File: src/rtl/vga_rx_pkg.sv
// Shared types and default geometry for the VGA frame receiver.
package vga_rx_pkg;

  localparam int DEF_H_ACTIVE = 640;
  localparam int DEF_V_ACTIVE = 480;
  // Coordinates are carried at a fixed width inside the FIFO and trimmed at the port.
  localparam int COORD_W      = 16;

  typedef enum logic [1:0] {
    ST_IDLE    = 2'd0,
    ST_SEEK    = 2'd1,
    ST_CAPTURE = 2'd2
  } rx_state_t;

  typedef struct packed {
    logic [23:0]        rgb;
    logic [COORD_W-1:0] x;
    logic [COORD_W-1:0] y;
    logic               sof;
    logic               eol;
  } pix_entry_t;

endpackage

File: src/rtl/vga_rx_fifo.sv
// First-word-fall-through FIFO of pixel entries; a write into a full FIFO
// succeeds when a read happens in the same cycle.
module vga_rx_fifo
  import vga_rx_pkg::*;
#(
  parameter int FIFO_DEPTH = 16
) (
  input  logic       clk_clk,
  input  logic       reset_reset_n,
  input  logic       wr_en,
  input  pix_entry_t wr_data,
  input  logic       rd_en,
  output pix_entry_t rd_data,
  output logic       full,
  output logic       empty
);

  localparam int AW = $clog2(FIFO_DEPTH);
  localparam logic [AW:0] PTR_ONE = (AW+1)'(1);

  pix_entry_t  mem_r [FIFO_DEPTH];
  logic [AW:0] wr_ptr_r;
  logic [AW:0] rd_ptr_r;
  logic        wr_ok_s;
  logic        rd_ok_s;

  assign empty   = (wr_ptr_r == rd_ptr_r);
  assign full    = (wr_ptr_r[AW] != rd_ptr_r[AW]) && (wr_ptr_r[AW-1:0] == rd_ptr_r[AW-1:0]);
  assign rd_ok_s = rd_en && !empty;
  assign wr_ok_s = wr_en && (!full || rd_ok_s);
  assign rd_data = mem_r[rd_ptr_r[AW-1:0]];

  // Read/write pointer update.
  always_ff @(posedge clk_clk) begin
    if (!reset_reset_n) begin
      wr_ptr_r <= '0;
      rd_ptr_r <= '0;
    end else begin
      if (wr_ok_s) wr_ptr_r <= wr_ptr_r + PTR_ONE;
      if (rd_ok_s) rd_ptr_r <= rd_ptr_r + PTR_ONE;
    end
  end

  // Storage array, cleared so the head reads as zero out of reset.
  always_ff @(posedge clk_clk) begin
    if (!reset_reset_n) begin
      for (int i = 0; i < FIFO_DEPTH; i++) mem_r[i] <= '0;
    end else if (wr_ok_s) begin
      mem_r[wr_ptr_r[AW-1:0]] <= wr_data;
    end
  end

endmodule

File: src/rtl/vga_frame_rx.sv
// VGA receive port: recovers pixel position from BLANK/VS and streams active pixels.
// Optional line/frame length checking is built when VGA_RX_GEOM_CHECK_EN is defined.
module vga_frame_rx
  import vga_rx_pkg::*;
#(
  parameter int H_ACTIVE   = DEF_H_ACTIVE,
  parameter int V_ACTIVE   = DEF_V_ACTIVE,
  parameter int FIFO_DEPTH = 16,
  parameter int X_W        = 10,
  parameter int Y_W        = 10
) (
  input  logic           clk_clk,
  input  logic           reset_reset_n,
  input  logic           vga_HS,
  input  logic           vga_VS,
  input  logic           vga_BLANK,
  input  logic [7:0]     vga_R,
  input  logic [7:0]     vga_G,
  input  logic [7:0]     vga_B,
  input  logic           enable,
  input  logic           clear_err,
  output logic [23:0]    pix_data,
  output logic [X_W-1:0] pix_x,
  output logic [Y_W-1:0] pix_y,
  output logic           pix_sof,
  output logic           pix_eol,
  output logic           pix_valid,
  input  logic           pix_ready,
  output logic           frame_done,
  output logic           overflow,
  output logic           geom_err
);

  localparam logic [X_W-1:0] H_LIM  = X_W'(H_ACTIVE);
  localparam logic [X_W-1:0] H_LAST = X_W'(H_ACTIVE - 1);
  localparam logic [Y_W-1:0] V_LIM  = Y_W'(V_ACTIVE);
  localparam logic [Y_W-1:0] Y_MAX  = {Y_W{1'b1}};
  localparam logic [X_W-1:0] X_ZERO = {X_W{1'b0}};
  localparam logic [Y_W-1:0] Y_ZERO = {Y_W{1'b0}};
  localparam logic [X_W-1:0] X_ONE  = X_W'(1);
  localparam logic [Y_W-1:0] Y_ONE  = Y_W'(1);

  logic        hs_q, vs_q, blank_q, vs_qq, blank_qq;
  logic [23:0] rgb_q;
  logic        vs_start_s, line_end_s;

  rx_state_t      state_r, state_nx_s;
  logic [X_W-1:0] x_r, x_nx_s;
  logic [Y_W-1:0] y_r, y_nx_s;
  logic           wr_en_s, rd_en_s, done_evt_s, ovf_evt_s;
  logic           fifo_full_s, fifo_empty_s;
  logic           frame_done_r, overflow_r;
  pix_entry_t     wr_entry_s, head_s;

  logic                 unused_hs_s;
  logic [2*COORD_W-1:0] unused_coord_s;

  // Input capture plus one extra stage for edge detection.
  always_ff @(posedge clk_clk) begin
    if (!reset_reset_n) begin
      hs_q     <= 1'b0;
      vs_q     <= 1'b0;
      blank_q  <= 1'b0;
      rgb_q    <= 24'h000000;
      vs_qq    <= 1'b0;
      blank_qq <= 1'b0;
    end else begin
      hs_q     <= vga_HS;
      vs_q     <= vga_VS;
      blank_q  <= vga_BLANK;
      rgb_q    <= {vga_R, vga_G, vga_B};
      vs_qq    <= vs_q;
      blank_qq <= blank_q;
    end
  end

  assign vs_start_s = vs_qq & ~vs_q;
  assign line_end_s = blank_qq & ~blank_q;
  assign pix_valid  = ~fifo_empty_s;
  assign rd_en_s    = pix_valid & pix_ready;

  // Capture FSM: next state, position counters and FIFO write decision.
  always_comb begin
    state_nx_s = state_r;
    x_nx_s     = x_r;
    y_nx_s     = y_r;
    wr_en_s    = 1'b0;
    done_evt_s = 1'b0;
    ovf_evt_s  = 1'b0;
    case (state_r)
      ST_IDLE: begin
        if (enable) state_nx_s = ST_SEEK;
        else        state_nx_s = ST_IDLE;
      end
      ST_SEEK: begin
        if (!enable) begin
          state_nx_s = ST_IDLE;
        end else if (vs_start_s) begin
          x_nx_s     = X_ZERO;
          y_nx_s     = Y_ZERO;
          state_nx_s = ST_CAPTURE;
        end else begin
          state_nx_s = ST_SEEK;
        end
      end
      ST_CAPTURE: begin
        if (vs_start_s) begin
          done_evt_s = 1'b1;
          x_nx_s     = X_ZERO;
          y_nx_s     = Y_ZERO;
          if (enable) state_nx_s = ST_CAPTURE;
          else        state_nx_s = ST_IDLE;
        end else if (line_end_s) begin
          x_nx_s = X_ZERO;
          if (y_r != Y_MAX) y_nx_s = y_r + Y_ONE;
          else              y_nx_s = y_r;
        end else if (blank_q && (x_r < H_LIM)) begin
          x_nx_s = x_r + X_ONE;
          // A full FIFO that is not draining this cycle abandons the frame.
          if (y_r >= V_LIM) begin
            wr_en_s = 1'b0;
          end else if (fifo_full_s && !rd_en_s) begin
            ovf_evt_s  = 1'b1;
            state_nx_s = ST_SEEK;
          end else begin
            wr_en_s = 1'b1;
          end
        end else begin
          x_nx_s = x_r;
        end
      end
      default: begin
        state_nx_s = ST_IDLE;
      end
    endcase
  end

  // FSM state, position and status flag registers.
  always_ff @(posedge clk_clk) begin
    if (!reset_reset_n) begin
      state_r      <= ST_IDLE;
      x_r          <= X_ZERO;
      y_r          <= Y_ZERO;
      frame_done_r <= 1'b0;
      overflow_r   <= 1'b0;
    end else begin
      state_r      <= state_nx_s;
      x_r          <= x_nx_s;
      y_r          <= y_nx_s;
      frame_done_r <= done_evt_s;
      if (ovf_evt_s)      overflow_r <= 1'b1;
      else if (clear_err) overflow_r <= 1'b0;
    end
  end

`ifdef VGA_RX_GEOM_CHECK_EN
  logic geom_evt_s;
  logic geom_err_r;

  // Line/frame length and out-of-range checks while capturing.
  always_comb begin
    geom_evt_s = 1'b0;
    if (state_r == ST_CAPTURE) begin
      if (vs_start_s)      geom_evt_s = (y_r != V_LIM) || blank_q;
      else if (line_end_s) geom_evt_s = (x_r != H_LIM);
      else if (blank_q)    geom_evt_s = (x_r >= H_LIM) || (y_r >= V_LIM);
      else                 geom_evt_s = 1'b0;
    end else begin
      geom_evt_s = 1'b0;
    end
  end

  // Sticky geometry error; a new event beats a same-cycle clear.
  always_ff @(posedge clk_clk) begin
    if (!reset_reset_n)   geom_err_r <= 1'b0;
    else if (geom_evt_s)  geom_err_r <= 1'b1;
    else if (clear_err)   geom_err_r <= 1'b0;
  end

  assign geom_err = geom_err_r;
`else
  assign geom_err = 1'b0;
`endif

  assign wr_entry_s.rgb = rgb_q;
  assign wr_entry_s.x   = COORD_W'(x_r);
  assign wr_entry_s.y   = COORD_W'(y_r);
  assign wr_entry_s.sof = (x_r == X_ZERO) && (y_r == Y_ZERO);
  assign wr_entry_s.eol = (x_r == H_LAST);

  vga_rx_fifo #(
    .FIFO_DEPTH(FIFO_DEPTH)
  ) u_fifo (
    .clk_clk      (clk_clk),
    .reset_reset_n(reset_reset_n),
    .wr_en        (wr_en_s),
    .wr_data      (wr_entry_s),
    .rd_en        (rd_en_s),
    .rd_data      (head_s),
    .full         (fifo_full_s),
    .empty        (fifo_empty_s)
  );

  assign pix_data   = head_s.rgb;
  assign pix_x      = head_s.x[X_W-1:0];
  assign pix_y      = head_s.y[Y_W-1:0];
  assign pix_sof    = head_s.sof;
  assign pix_eol    = head_s.eol;
  assign frame_done = frame_done_r;
  assign overflow   = overflow_r;

  assign unused_hs_s    = hs_q;
  assign unused_coord_s = {head_s.x, head_s.y};

endmodule

File: config.mk
export PLATFORM = sky130hd
export DESIGN_NAME = vga_frame_rx
export DESIGN_NICKNAME = d
export VERILOG_FILES = /design/src/rtl/vga_rx_pkg.sv /design/src/rtl/vga_rx_fifo.sv /design/src/rtl/vga_frame_rx.sv
export SDC_FILE = /design/constraint.sdc
export NUM_CORES = 1
export LEC_CHECK = 0
export BUFFER_PORTS_ARGS = -buffer_cell sky130_fd_sc_hd__buf_2
export CORE_ASPECT_RATIO = 0.9
export CORE_MARGIN = 2
export CORE_UTILIZATION = 62
export DETAILED_ROUTE_END_ITERATION = 16
export GPL_ROUTABILITY_DRIVEN = 0
export PLACE_DENSITY = 0.88
export SLEW_MARGIN = 20
export SYNTH_ARGS = -nofsm -noshare
export SYNTH_HDL_FRONTEND = slang
export SYNTH_SLANG_ARGS = --single-unit
File: constraint.sdc
create_clock -name clk_clk -period 6.6 [get_ports clk_clk]
set_clock_uncertainty 0.1 [all_clocks]
set_input_delay 0.33 -clock clk_clk [delete_from_list [all_inputs] [get_ports clk_clk]]
set_output_delay 0.33 -clock clk_clk [all_outputs]
set_load 0.01 [all_outputs]
== Word-level counts from Yosys, hierarchy flattened ==
Memory sizes are Yosys's and may differ from the RTL's. A register that Yosys moved wholly into a read port is not among the register bits.
Index checks and enable logic that the tools add are counted.
Cells by class
  add/subtract/negate cells: 4
  $lt $le $gt $ge: 2
  eq/ne operators: 16
  multiplexer cells: 44
  bitwise logic cells: 6
  reductions and logical operators: 20
Operators with widths (count)
  10-bit two-way mux: 8
  46-bit two-way mux: 1
  46-bit OR reduction: 1
  10-bit one-hot mux with 2 select lines: 2
  1-bit two-way mux: 21
  10-bit by 1-bit adder with 10-bit output, second input constant: 2
  10-bit logical NOT: 2
  3-bit != test, second input constant: 6
  2-bit two-way mux: 8
  4-bit two-way mux: 3
  5-bit by 1-bit adder with 5-bit output, second input constant: 2
  10-bit == test, second input constant: 1
  10-bit by 9-bit greater-or-equal comparator with 1-bit output, second input constant: 1
  10-bit < comparator, second input constant: 1
  10-bit != test, second input constant: 1
  4-bit AND reduction: 2
  1-bit logical AND: 6
  2-bit one-hot mux with 3 select lines: 1
  5-bit == test: 1
  5-bit AND reduction: 1
  4-bit == test: 1
  2-bit != test, second input constant: 2
  4-bit != test, second input constant: 1
  2-bit nonzero test: 2
  other kinds (9): 15
Storage, ports and cells
  flip-flop bits (word level): 62
  bits in writable memories: 736
  input port bits: 32
  logic and storage cells: 105
  memories: 1
Memory list
  u_fifo.mem_r: depth 16, width 46, read ports 1, clocked after memory_dff 1, wr ports 16, line vga_rx_fifo.sv:21  | pix_entry_t mem_r [FIFO_DEPTH];

== Longest topological paths before layout ==
Gate-level depths: netlist of the first run.
  word-level depth: 17
  gate-level depth with buffers: 10
  mapped depth without buffers: 7

== Cells and area by module ==
Synthesis of the first run repeated with hierarchy kept, for this count alone.
Second synthesis, totals
  cell total of the unflattened synthesis: 2919
  area total of the unflattened synthesis: 42970.0 µm²
Modules (own cells, without submodules)
  vga_rx_fifo: instances 1, cells an instance 2674, area an instance 40760.3 µm², seq. area each 28147.0 µm²
  vga_frame_rx: instances 1, cells an instance 245, area an instance 2209.6 µm², seq. area each 1041.0 µm²

== Worst setup path after synthesis of the first run ==
OpenSTA, ideal clock, no wires.
  kind: reg-to-reg
  start point: register y_r[7]
  end point: memory u_fifo.mem_r[2][0] (netlist bit), enable pin
  setup time: 0.513 ns
  data arrival time: 4.774 ns
  slack: 1.212 ns
  cell stages (with the launch flop): 9
  buffers on the path: 3
  path through: dfxtp_1 > buf_2 > and4_4 > nand4bb_4 > a211oi_4 > buf_6 > nand2_1 > clkbuf_1 > o21ai_0
RTL lines
  start: declaration: line vga_frame_rx.sv:49  | logic [Y_W-1:0] y_r, y_nx_s;
  start signal: assignment: line vga_frame_rx.sv:149  | y_r <= y_nx_s;
  end: declaration: line vga_rx_fifo.sv:21

==> results of run 1 <==
## where the power goes
group | internal [uW] | total [uW] | switching [uW] | leakage (uW)
logic | 124 | 347 | 222 | 0.00286
clock network | 2440 | 4320 | 1880 | 0.00120
registers | 5710 | 5790 | 76.0 | 0.00802
total | 8270 | 10500 | 2180 | 0.0121
## routing by layer
metal | GRT usage | up-vias | part of all wire | wire length (um)
met3 | 0.0712 | 377 | 0.13 | 11500
met4 | 0.159 | 0 | 0.051 | 4630
met1 | 0.405 | 10700 | 0.32 | 29200
li1 | - | 8733 | - | -
met5 | 0 | - | 0 | 0
met2 | 0.530 | 1900 | 0.50 | 45800
## timing repair
item	in CTS	in global routing
endpoints found under the setup margin	0	0
hold endpoints to repair	27	0
hold buffers	27	0
setup buffers	0	0
resized for setup	0	0
## cell usage after synthesis, types with 2 or more instances
cell,n,share of area
dfxtp_1,66,0.038
xor2_1,4,0.0010
nor2_2,15,0.0027
mux4_2,230,0.15
xnor2_1,13,0.0033
buf_4,2,0.00044
clkbuf_1,85,0.0092
a21oi_1,15,0.0022
buf_6,19,0.0062
mux2i_1,5,0.0015
nand2_1,199,0.022
nand3_1,25,0.0036
nand4_1,8,0.0015
and4_1,3,0.00076
inv_1,12,0.0013
or3_1,4,0.00073
nor3_1,6,0.00087
and2_1,29,0.0053
nor2_1,726,0.079
edfxtp_1,736,0.64
nand2b_1,6,0.0011
nor4_1,8,0.0015
o31ai_1,7,0.0015
nor3b_1,2,0.00044
or4_1,6,0.0013
buf_2,63,0.0091
buf_1,11,0.0012
ha_1,9,0.0033
nor2b_1,6,0.0011
o21ai_0,21,0.0030
## final cells by class
class / instances / area share
clock buffer: 116 / 0.0585
multi-input combinational: 1381 / 0.272
timing repair buffer: 147 / 0.0292
sequential: 802 / 0.611
clock inverter: 27 / 0.00502
inverter: 12 / 0.00117
tap: 714 / 0.0233
antenna: 1 / 0.0000652
## worst max-delay path: stages, from the launching register on
cell and delay (ps):
dfxtp_1 570, xor2_1 310, nor4_4 110, a211oi_4 720, nand2_1 680, o21ai_4 780
buf_4 700
## state kept, by name (all words and copies together), names as in the netlist, named ones only
signal / cells
blank_qq: 1
u_fifo.rd_ptr_r: 5
y_r: 10
frame_done: 1
x_r: 10
blank_q: 1
u_fifo.wr_ptr_r: 5
overflow: 1
vs_q: 1
rgb_q: 24
u_fifo.mem_r: 736
state_r: 2
vs_qq: 1
## kinds of logic after synthesis
| kind of cell | synth area share |
|---|---|
| muxes | 0.152 |
| adders and majority gates | 0.00326 |
| xor gates and xnor gates | 0.00432 |
| buffers and inverters | 0.0275 |
| DFF | 0.679 |
| other | 0.000109 |
| and+or+nand+nor | 0.124 |
| AOI/OAI and AO/OA | 0.0103 |
## stage by stage
stage	area [um2]	power [uW]	utilization	setup WS, ps
final	38400	10500	0.694	2210
after global routing	38400	10700	0.694	2070
after CTS	38300	10400	0.693	2110
after detailed placement	35600	6210	0.644	2180
after global placement	35500	6170	0.643	2400
after floorplan	34600	6050	-	1210
## final timing paths
path	startpoint	end	depth (start not counted)
max reg2reg	u_fifo.wr_ptr_r[2]	u_fifo.mem_r[8][7]	6
max	u_fifo.wr_ptr_r[2]	u_fifo.mem_r[8][7]	6
min	pix_ready	flop	3
min reg2reg	overflow	overflow	2
==> summary.txt, run 1 <==
Run status
  – Status: finished clean

Synth
  – Synth Warn #: 0
  – Number of distinct library cells after synthesis: 48
  – Mapped Area: 0.0345 mm2
  – Post-synth EDFFs: 736
  – Most used DFF post-synth: edfxtp_1
  – Seq cells post-synth: 802
  – Sequential cell area fraction in the yosys report: 0.679
  – Post-synthesis average cell area: 14.6 um2
  – Fraction of registers with async set/reset: 0
  – Cells after synthesis: 2359

Clocking
  – Max clock buf depth: 3
  – H-tree depth: 3
  – Number of CTS-inserted buffers: 77
  – Root Buffer: clkbuf_16
  – # clock sinks: 802
  – Clk slew on worst S/H paths: 60 ps
  – CTS tree: yes
  – Clock latency on the worst-skew pair: 630 ps

Power and ir drop
  – Pleak: 0.0121 uW
  – Worst vdd ir: 0.241 mV
  – Cell Pwr Density: 272 mW/mm2

Floorplan
  – Top-Level Pins: 82
  – Rows: 82
  – Initial Utilization: 0.624
  – Vert. Die Dim: 228 um
  – Die area: 0.0575 mm2
  – Core area: 0.0553 mm2
  – Die width: 253 um

Setup path
  – Startpoint types: flop
  – R2R setup slack: 2210 ps
  – Setup Crit Path Kind: reg2reg
  – CP endpoint kind: flop
  – Critical Path RT: 6750 ps
  – Worst-path maximum fanout: 31
  – Crit path arrival time: 4540 ps

Timing
  – Max_slew headroom: 0.221
  – Final period utilization: 0.665
  – Max Freq: 228 MHz
  – Final setup viols: 0
  – Hold_ws: 20.0 ps
  – Final hold violation count: 0
  – Crit path time final: 4390 ps
  – Slew @ Worst Pin: 1160 ps
  – RSZ-0062 raised after global routing: false
  – Final Slew Violations: 0
  – Setup TNS: 0 ps

Finish
  – Share of layout cells above drive strength 1: 0.206
  – Multi-input logic area: 0.0104 mm2
  – FILL cells: 3194
  – Layout area overhead: 11.2%
  – Final Non-Filler Cells: 3200
  – Commonest non-fill, non-tap cell in the layout: edfxtp_1
  – Most frequent cells in the layout: edfxtp_1 (736), nor2_1 (725), mux4_2 (230)
  – Nets: 2462
  – FF+latch area: 0.0234 mm2

Worst hold path
  – Worst Hold Class: in2reg

GRT
  – First-pass GRT wire length: 136000 um
  – Initial antenna violation count: 1
  – Vias in the first global route: 22600
  – Largest net degree at the start of global routing: 185
  – Gr usage total: 0.321
  – Grt ovf: 0

Placed design
  – Port Buf Inserts: 79
  – Final HPWL DP: 47100 um
  – Placed Cells incl. Taps: 3027

Route
  – Mean number of vias per cell: 6.79
  – DRT antenna net count: 0
  – DRT Wirelength: 91200 um
  – # DRC: 0
  – Total number of vias: 21700
  – WL/cell: 28.5 um
  – Drt first pass iters: 5
  – DR iter-0 viols: 3329

Flow run
  – Max_cap viols: 0
No activity file was read; power rests on OpenSTA's default activity.
==> inputs of run 2 (changes only) <==
==> constraint.sdc (replaced) <==
create_clock -name clk_clk -period 4.3 [get_ports clk_clk]
set_clock_uncertainty 0.1 [all_clocks]
set_input_delay 0.215 -clock clk_clk [delete_from_list [all_inputs] [get_ports clk_clk]]
set_output_delay 0.215 -clock clk_clk [all_outputs]
set_load 0.01 [all_outputs]
==> run 2 against run 1 <==
Against the previous run: core utilization increased by 0.39 points; first-iteration DRC count decreased by 3.3%; largest cell class unchanged; sequential share of layout area decreased by 0.34 points; clock power rose by 49%; combinational power up 57%; global-route usage decreased by 0.41 points; critical path type is now reg2out; largest power group unchanged; total power increased by 52%; setup slack worse by 1400 ps; critical path depth down 2.
==> summary.txt, run 2 (synthesis gave the netlist of run 1 again) <==
GRT
  – Grt ovf: 0 (unchanged)
  – Gr usage total: 0.317 (-0.00410)
  – Initial antenna violation count: 1 (unchanged)
  – First-pass GRT wire length: 134000 um (-1.1%)
  – Vias in the first global route: 22500 (-0.39%)
  – Largest net degree at the start of global routing: 158 (-15%)

Timing
  – Slew @ Worst Pin: 993 ps (-171 ps)
  – Max Freq: 289 MHz
  – Final period utilization: 0.806
  – RSZ-0062 raised after global routing: false
  – Final setup viols: 0 (unchanged)
  – Crit path time final: 3470 ps
  – Final hold violation count: 0 (unchanged)
  – Final Slew Violations: 0 (unchanged)
  – Max_slew headroom: 0.338 (+0.117)

Route
  – WL/cell: 27.8 um (-2.5%)
  – Total number of vias: 21500 (-0.87%)
  – Mean number of vias per cell: 6.70 (-1.3%)
  – # DRC: 0 (unchanged)
  – DRT antenna net count: 0 (unchanged)
  – DR iter-0 viols: 3220 (-3.3%)
  – Drt first pass iters: 7 (+2)
  – DRT Wirelength: 89300 um (-2.0%)

Floorplan
  – Initial Utilization: 0.624 (unchanged)
  – Die area: 0.0575 mm2 (unchanged)
  – Die width: 253 um (unchanged)
  – Top-Level Pins: 82 (unchanged)
  – Rows: 82 (unchanged)
  – Vert. Die Dim: 228 um (unchanged)
  – Core area: 0.0553 mm2 (unchanged)

Clocking
  – Number of CTS-inserted buffers: 74 (-3.9%)
  – H-tree depth: 3 (unchanged)
  – Clk slew on worst S/H paths: 60 ps (about the same)
  – # clock sinks: 802 (unchanged)
  – Root Buffer: clkbuf_16
  – Clock latency on the worst-skew pair: 640 ps (about the same)
  – Max clock buf depth: 3 (unchanged)
  – CTS tree: yes

Placed design
  – Port Buf Inserts: 79 (unchanged)
  – Final HPWL DP: 47400 um (+0.52%)
  – Post-DP Area: 0.0359 mm2 (+0.83%)

Setup path
  – CP endpoint kind: output pin
  – Crit path to: pix_data[10]
  – Reg2reg start: x_r[7]
  – R2R setup slack: 1120 ps (-1090 ps)
  – Worst reg2reg path depth: 7 (+1)
  – Worst-path maximum fanout: 33 (+6.5%)
  – Crit path arrival time: 3150 ps (-1390 ps)
  – Critical Path RT: 3980 ps (-2770 ps)
  – Setup Crit Path Kind: reg2out
  – Startpoint types: flop
  – Worst reg2reg endpoint: u_fifo.mem_r[14][19]

Finish
  – Commonest non-fill, non-tap cell in the layout: edfxtp_1
  – Final std cell area, no fill: 0.0386 mm2 (+0.56%)
  – Nets: 2483 (+0.85%)
  – Layout area overhead: 11.8%
  – Most flop-heavy register: u_fifo.mem_r
  – Largest regs: u_fifo.mem_r (736), rgb_q (24)
  – Most frequent cells in the layout: edfxtp_1 (736), nor2_1 (725), mux4_2 (230)
  – Max reg flops: 736 (unchanged)
  – Share of layout cells above drive strength 1: 0.209 (+0.00268)
  – # diodes: 0 (-1)

Worst hold path
  – Worst Hold Class: in2reg

Power and ir drop
  – Fraction of power consumed by the clock network: 0.406 (-0.007)
  – Pwr Total: 15900 uW (+52%)
  – Worst vdd ir: 0.307 mV (+27%)
  – Pleak: 0.0122 uW (+0.80%)
  – Reg power frac: 0.559 (+0.006)
  – Net Sw Frac: 0.208 (-0.000482)
  – Power Internal: 12600 uW (+52%)
  – Logic gate share of total power: 0.034 (about the same)
  – Cell Pwr Density: 411 mW/mm2 (+51%)
  – Psw: 3300 uW (+51%)

Run status
  – Status: finished clean

Flow run
  – Max_cap viols: 0 (unchanged)
[run 2: through the flow]
stage | hold slack [ps] | utilization | std cells | setup slack (ps) | setup TNS, ps
floorplan | 242 | - | 2375 | -1090 | -181400
global placement | 326 | 0.649 | 3046 | 1280 | 0
detailed placement | 324 | 0.649 | 3046 | 1220 | 0
CTS | 207 | 0.698 | 3215 | 770 | 0
global route | 239 | 0.698 | 3215 | 678 | 0
finish | 223 | 0.698 | 3215 | 834 | 0
[run 2: what timing repair did]
action,in CTS,in global routing
buffers inserted,0,0
hold buffers,34,0
endpoints found under the hold margin,42,0
resized for setup,0,0
[run 2: routing by layer]
metal | GRT usage | wire, um | share of wire
met5 | 0 | 10 | 0.00011
met1 | 0.395 | 29000 | 0.32
met3 | 0.0636 | 10100 | 0.11
met4 | 0.156 | 4650 | 0.052
met2 | 0.534 | 45700 | 0.51
[run 2: area by class of cell]
cell class,count,area (um2)
timing repair buffer,171,1420
clock buffer,104,2100
tap,714,893
clock inverter,31,255
multi-input combinational,1381,10400
inverter,12,45.0
fill,3214,16700
sequential,802,23400
[run 2: power by group through the flow]
stage,sequential (uW),combinational [uW],clock [uW]
2_1_floorplan,9000,281,0
3_3_place_gp,8990,494,0
3_5_place_dp,9030,510,0
4_1_cts,8870,538,6440
5_1_grt,8890,566,6740
6_report,8870,546,6440
[run 2: critical path: stages, from the launching register on]
cell,delay (ps)
dfxtp_4,840
buf_4,400
mux4_2,560
mux4_2,520
buf_2,170
[run 2: worst min-delay path by stage]
| stage | slack [ps] | depth (start not counted) | endpoint | startpoint |
|---|---|---|---|---|
| after floorplan | 240 | 1 | blank_q | vga_BLANK |
| after global placement | 330 | 2 | rgb_q[22] | vga_R[6] |
| after detailed placement | 320 | 2 | rgb_q[22] | vga_R[6] |
| after CTS | 210 | 3 | rgb_q[3] | vga_B[3] |
| after global routing | 240 | 3 | rgb_q[12] | vga_G[4] |
| final | 220 | 3 | rgb_q[3] | vga_B[3] |
